## src/rtl/ac_pkg.sv

```systemverilog
// rtl/ac_pkg.sv - shared types and constants for the ac_ext accumulator
package ac_pkg;

    typedef enum logic {
        IDLE  = 1'b0,
        SHIFT = 1'b1
    } state_t;

    localparam logic SH_LEFT  = 1'b0;
    localparam logic SH_RIGHT = 1'b1;

    typedef enum logic [2:0] {
        OP_NONE  = 3'd0,
        OP_INC   = 3'd1,
        OP_DEC   = 3'd2,
        OP_CLR   = 3'd3,
        OP_SHIFT = 3'd4,
        OP_ALU   = 3'd5,
        OP_LOAD  = 3'd6
    } op_t;

    // Fixed-priority resolution of the control-unit strobes; only the winner acts.
    function automatic op_t op_select(
        input logic inc,
        input logic dec,
        input logic clr,
        input logic sh,
        input logic alu,
        input logic wr
    );
        if (inc)      return OP_INC;
        else if (dec) return OP_DEC;
        else if (clr) return OP_CLR;
        else if (sh)  return OP_SHIFT;
        else if (alu) return OP_ALU;
        else if (wr)  return OP_LOAD;
        return OP_NONE;
    endfunction

endpackage

```

## src/rtl/ac_shift_ctrl.sv

```systemverilog
// rtl/ac_shift_ctrl.sv - one-bit-per-clock shift sequencer with busy/done handshake
module ac_shift_ctrl
    import ac_pkg::*;
#(
    parameter int DATA_W = 12,
    parameter int SH_W   = $clog2(DATA_W)
) (
    input  logic            clk,
    input  logic            rst_n,
    input  logic            i_start,
    input  logic [SH_W-1:0] i_amt,
    input  logic            i_dir,
    input  logic            i_arith,
    input  logic            i_abort,
    output logic            o_busy,
    output logic            o_done,
    output logic            o_step,
    output logic            o_dir,
    output logic            o_arith
);

    localparam logic [SH_W-1:0] AMT_MAX = SH_W'(DATA_W - 1);
    localparam logic [SH_W-1:0] CNT_ONE = SH_W'(1);

    state_t          r_state;
    state_t          w_state_nxt;
    logic [SH_W-1:0] r_cnt;
    logic [SH_W-1:0] w_cnt_nxt;
    logic [SH_W-1:0] w_amt;
    logic            r_done;
    logic            w_done_nxt;
    logic            r_dir;
    logic            r_arith;
    logic            w_latch;
    logic            w_step;

    // Out-of-range amounts are clamped rather than rejected.
    assign w_amt = (i_amt > AMT_MAX) ? AMT_MAX : i_amt;

    always_comb begin
        w_state_nxt = r_state;
        w_cnt_nxt   = r_cnt;
        w_done_nxt  = 1'b0;
        w_latch     = 1'b0;
        w_step      = 1'b0;
        case (r_state)
            IDLE: begin
                if (i_start) begin
                    if (w_amt == '0) begin
                        w_done_nxt = 1'b1;
                    end else begin
                        w_state_nxt = SHIFT;
                        w_cnt_nxt   = w_amt;
                        w_latch     = 1'b1;
                    end
                end
            end
            SHIFT: begin
                if (i_abort) begin
                    w_state_nxt = IDLE;
                    w_cnt_nxt   = '0;
                end else begin
                    w_step    = 1'b1;
                    w_cnt_nxt = r_cnt - CNT_ONE;
                    if (r_cnt == CNT_ONE) begin
                        w_state_nxt = IDLE;
                        w_done_nxt  = 1'b1;
                    end
                end
            end
            default: w_state_nxt = IDLE;
        endcase
    end

    always_ff @(posedge clk) begin
        if (!rst_n) begin
            r_state <= IDLE;
            r_cnt   <= '0;
            r_done  <= 1'b0;
            r_dir   <= SH_LEFT;
            r_arith <= 1'b0;
        end else begin
            r_state <= w_state_nxt;
            r_cnt   <= w_cnt_nxt;
            r_done  <= w_done_nxt;
            if (w_latch) begin
                r_dir   <= i_dir;
                r_arith <= i_arith;
            end
        end
    end

    assign o_busy  = (r_state == SHIFT);
    assign o_done  = r_done;
    assign o_step  = w_step;
    assign o_dir   = r_dir;
    assign o_arith = r_arith;

endmodule

```

## src/rtl/ac_ext.sv

```systemverilog
// rtl/ac_ext.sv - parametrised accumulator with inc/dec, flags and serial shifter
module ac_ext
    import ac_pkg::*;
#(
    parameter int DATA_W = 12,
    parameter int BUS_W  = 17,
    parameter int SAT_EN = 0,
    parameter int SH_W   = $clog2(DATA_W)
) (
    input  logic              clk,
    input  logic              rst_n,
    input  logic              write_en,
    input  logic [BUS_W-1:0]  datain,
    input  logic [DATA_W-1:0] alu_out,
    input  logic              alu_to_ac,
    input  logic              inc_en,
    input  logic              dec_en,
    input  logic              clr_en,
    input  logic              shift_start,
    input  logic [SH_W-1:0]   shift_amt,
    input  logic              shift_dir,
    input  logic              shift_arith,
    output logic [DATA_W-1:0] dataout,
    output logic              zero,
    output logic              ovf,
    output logic              shift_out,
    output logic              busy,
    output logic              done
);

    localparam logic [DATA_W-1:0] ALL_ONES = {DATA_W{1'b1}};
    localparam logic [DATA_W-1:0] ZERO     = {DATA_W{1'b0}};
    localparam logic [DATA_W-1:0] ONE      = DATA_W'(1);

    logic [DATA_W-1:0] r_acc;
    logic              r_ovf;
    logic              r_shift_out;
    op_t               w_op;
    logic              w_busy;
    logic              w_done;
    logic              w_step;
    logic              w_sh_dir;
    logic              w_sh_arith;
    logic [DATA_W-1:0] w_shifted;
    logic              w_shifted_bit;
    logic              w_unused_bus;

    // Only the low DATA_W bus bits are loaded; the rest are deliberately ignored.
    assign w_unused_bus = ^{1'b0, datain};

    assign w_op = op_select(inc_en, dec_en, clr_en, shift_start, alu_to_ac, write_en);

    ac_shift_ctrl #(
        .DATA_W (DATA_W),
        .SH_W   (SH_W)
    ) u_shift_ctrl (
        .clk     (clk),
        .rst_n   (rst_n),
        .i_start (w_op == OP_SHIFT),
        .i_amt   (shift_amt),
        .i_dir   (shift_dir),
        .i_arith (shift_arith),
        .i_abort (clr_en),
        .o_busy  (w_busy),
        .o_done  (w_done),
        .o_step  (w_step),
        .o_dir   (w_sh_dir),
        .o_arith (w_sh_arith)
    );

    always_comb begin
        w_shifted     = r_acc;
        w_shifted_bit = r_shift_out;
        if (w_sh_dir == SH_LEFT) begin
            w_shifted     = {r_acc[DATA_W-2:0], 1'b0};
            w_shifted_bit = r_acc[DATA_W-1];
        end else begin
            w_shifted     = {w_sh_arith & r_acc[DATA_W-1], r_acc[DATA_W-1:1]};
            w_shifted_bit = r_acc[0];
        end
    end

    always_ff @(posedge clk) begin
        if (!rst_n) begin
            r_acc       <= ZERO;
            r_ovf       <= 1'b0;
            r_shift_out <= 1'b0;
        end else if (w_busy) begin
            // While shifting, clear is the only op honoured; it aborts the shift.
            if (clr_en) begin
                r_acc <= ZERO;
                r_ovf <= 1'b0;
            end else if (w_step) begin
                r_acc       <= w_shifted;
                r_shift_out <= w_shifted_bit;
            end
        end else begin
            case (w_op)
                OP_INC: begin
                    if (r_acc == ALL_ONES) begin
                        r_acc <= (SAT_EN != 0) ? ALL_ONES : ZERO;
                        r_ovf <= 1'b1;
                    end else begin
                        r_acc <= r_acc + ONE;
                    end
                end
                OP_DEC: begin
                    if (r_acc == ZERO) begin
                        r_acc <= (SAT_EN != 0) ? ZERO : ALL_ONES;
                        r_ovf <= 1'b1;
                    end else begin
                        r_acc <= r_acc - ONE;
                    end
                end
                OP_CLR: begin
                    r_acc <= ZERO;
                    r_ovf <= 1'b0;
                end
                OP_ALU: begin
                    r_acc <= alu_out;
                    r_ovf <= 1'b0;
                end
                OP_LOAD: begin
                    r_acc <= datain[DATA_W-1:0];
                    r_ovf <= 1'b0;
                end
                default: ;
            endcase
        end
    end

    assign dataout   = r_acc;
    assign zero      = (r_acc == ZERO);
    assign ovf       = r_ovf;
    assign shift_out = r_shift_out;
    assign busy      = w_busy;
    assign done      = w_done;

endmodule

```

## config.mk

```make
export PLATFORM = sky130hd
export DESIGN_NAME = ac_ext
export DESIGN_NICKNAME = d
export VERILOG_FILES = /design/src/rtl/ac_pkg.sv /design/src/rtl/ac_shift_ctrl.sv /design/src/rtl/ac_ext.sv
export SDC_FILE = /design/constraint.sdc
export NUM_CORES = 1
export LEC_CHECK = 0
export BUFFER_PORTS_ARGS = -buffer_cell sky130_fd_sc_hd__buf_2
export CORE_MARGIN = 5
export CORE_UTILIZATION = 40
export DETAILED_ROUTE_END_ITERATION = 7
export SYNTH_ARGS = -nofsm -noshare
export SYNTH_HDL_FRONTEND = slang
export SYNTH_SLANG_ARGS = --single-unit
```

## constraint.sdc

```tcl
create_clock -name clk -period 2.65 [get_ports clk]
set_input_delay 0.265 -clock clk [delete_from_list [all_inputs] [get_ports clk]]
set_output_delay 0.265 -clock clk [all_outputs]
set_load 0.01 [all_outputs]
```

==> flow_summary.yaml <==
timing:
  final.period_utilization_pct: 84.5
  grt_setup_unrepaired: "false"
  maxClockFrequency_mhz: 446
  finClkSkew_ns: 0.0121
  slew-limit-headroom_pct: 53.7
  tightestPinTransition_ns: 0.688
  slew_viol_final: 0
  final_hold_viol_count: 0
  setup_viol_count_final: 0
  period_minus_slack_ns: 2.24
  worst_hold_slack_ns: 0.225
  total_negative_setup_slacks_ns: 0
clock_tree:
  cts_hold_buf: 0
  cts.sinks: 22
  cts_max_path_buffers: 2
  clk_root_buffer_cell: "clkbuf_8"
  post_cts_setup_inserts: 0
  cts-buffers-inserted: 3
  tritoncts_clock_tree: "yes"
  insertion_delay_ns: 0.28
  clk_slew_on_worst_s_h_paths_ns: 0.10
  htree_levels: 1
  post_cts.resized_instances: 0
grt:
  grt_max_degree: 17
  grt_overflow_total: 0
  grt_pass1_wl_microns: 11700
  gr-usage-all-layers_pct: 20.4
  grt_antenna_before_repair: 0
  grt_pass1_vias: 2329
critical_path:
  reg2reg_from: "dataout[5]"
  timing.critical_path.from_type: "flop"
  critPathArrivalTime_ns: 1.97
  critical_path.cell_chain: "or4_4 > or2_0 > nor2_8 > buf_2"
  critical_path.startpoint: "dataout[5]"
  critical_path_fanout_max: 8
  end_kind: "primary output"
  crit_path_max_cell_delay_ns: 0.56
  critical_path_cell_with_the_highest_stage_delay: "or4_4"
  category_of_the_most_critical_setup_path: "reg -> out"
  worst_ep_required_time_ns: 2.38
die:
  num_rows: 26
  initial_core_utilization_pct: 41.5
  overall_die_width_microns: 83.0
  floorplan.io_pins: 60
  coreArea_sq_um: 5140
  die_footprint_sq_um: 6890
  dieHeight_microns: 83.0
synthesis:
  proportion_of_synthesized_chip_area_in_sequential_cells_pct: 20.7
  yosysTopAreaCell: "dfxtp_1"
  synthCells: 278
  syn_area_per_cell_sq_um: 7.66
  synth_fp_nets: 327
  synth.yosys.warnings: 0
  synth_edf_count: 0
  synthFlopType: "dfxtp_1"
  yosys-top-cells-area: "dfxtp_1, nor2_1, mux2i_1"
  async_flop_share_pct: 0
  post_synth_top_area_share_pct: 20.7
  yosys.cell_types.count: 68
  syn_area_sq_um: 2130
  ys_seq_elements: 22
cells_and_area:
  n_fill_cell: 535
  nNetsFinal: 383
  insertedDiodeCount: 0
  area.growth.synth_to_final_pct: 20.4
  layout_commonest_cell: "buf_2"
  layout_common_cells: "buf_2, nor2_1, dfxtp_1, buf_4"
  non_filler_instances: 403
  drive_above_1_share_pct: 27.3
place:
  dp.cells: 399
  hpwlAfterDp_microns: 5210
  place.port_buffers: 54
  gp_routability_congestion: 0.877
hold_path:
  hold_start: "shift_arith"
  type_of_the_worst_min_delay_path: "in -> reg"
routing:
  postRouteAntennaNets: 0
  drt-pass1-iter-count: 4
  vias: 2394
  detailedRoute.firstIterationViolations: 235
  finalWirelength_microns: 7080
  drt-vias-per-instance: 5.94
  route.detailed.drc: 0
  wire_per_inst_microns: 17.6
status:
  outcome: "finished, final reports clean"
pwr:
  power_per_cell_area_nw_per_um2: 486
  p_leak_nw: 1.08
  vdd_ir_drop_max_mv: 0.235
flow_run:
  cap_viol_max_count: 0
final cells by class:
class                   count  area (sq um)  share of cell area, %
multi-input cells         221          1490                   58.2
flip-flops and latches     22           440                   17.2
repair buffers             76           435                   17.0
well taps                  70          87.6                   3.41
clock buffers               3          41.3                   1.61
inverters                  10          37.5                   1.46
clock inverters             1          30.0                   1.17
stage by stage:
stage	util (%)	cell area (sq um)	power, W	worst slack (ns)
2_1_floorplan	-	2130	0.000760	0.495
3_3_place_gp	48.5	2490	0.000908	0.427
3_5_place_dp	48.5	2490	0.000912	0.441
4_1_cts	49.9	2570	0.00126	0.417
5_1_grt	49.9	2570	0.00132	0.273
6_report	49.9	2570	0.00125	0.410
metal layers:
metal | share of wire [%] | track usage [%] | up-vias | wire (microns)
met3 | 6.0 | 4.36 | 9 | 427
met2 | 47 | 33.8 | 89 | 3350
met4 | 1.3 | 6.69 | 0 | 89
met5 | 0 | 0 | - | 0
li1 | - | - | 1179 | -
met1 | 45 | 26.1 | 1117 | 3210
path summary, 6_finish.rpt:
kind	cells past startpoint	to	slack [ns]
setup / recovery	4	zero	0.41
hold / removal	3	u_shift_ctrl.o_arith	0.22
setup reg to reg	6	dataout[10]	0.42
hold reg to reg	2	ovf	0.45
kinds of logic (layout without fill, tap and decap cells):
family / after synthesis / after routing / share of synthesized area, %
AOI/OAI and AO/OA: 109 / 109 / 36.3
xor gates and xnor gates: 9 / 9 / 3.70
adders and majority gates: 6 / 6 / 3.52
buffers and inverters: 35 / 90 / 9.22
DFF: 22 / 22 / 20.7
muxes: 13 / 13 / 6.22
and+or+nand+nor: 84 / 84 / 20.4
power by group:
| group | internal (W) | switching, W | leakage, nW |
|---|---|---|---|
| Sequential | 0.000359 | 0.0000288 | 0.180 |
| Clock | 0.000202 | 0.000134 | 0.0357 |
| Combinational | 0.000220 | 0.000303 | 0.859 |
state kept, by name, summed over array words and instances (netlist names):
signal	flops
dataout	12
u_shift_ctrl.r_cnt	4
ovf	1
shift_out	1
u_shift_ctrl.o_arith	1
u_shift_ctrl.o_busy	1
u_shift_ctrl.o_dir	1
u_shift_ctrl.o_done	1
critical path, delay by kind of cell (launching register included):
family	cells	cell delay (ns)
flops	1	0.32
simple gates	3	1.20
buf+inv	1	0.17
synthesized netlist by cell type, types with 3 or more instances:
cell       n
nor3_1     5
a31oi_1    9
o21ai_1    3
a41oi_1    3
o21ai_0   20
a221oi_1   7
nand2_1   11
and3_1     5
a211oi_1   5
o211ai_1   3
mux2i_1   11
o221a_2    3
a221o_1    4
ha_1       6
buf_6      6
inv_1      9
nor2_1    31
clkbuf_1  10
buf_1      3
dfxtp_1   22
a21oi_1   20
nand3_1   10
xnor2_1    7
nand4_1    3
a211o_1    5
No activity file was read; power rests on OpenSTA's default activity.
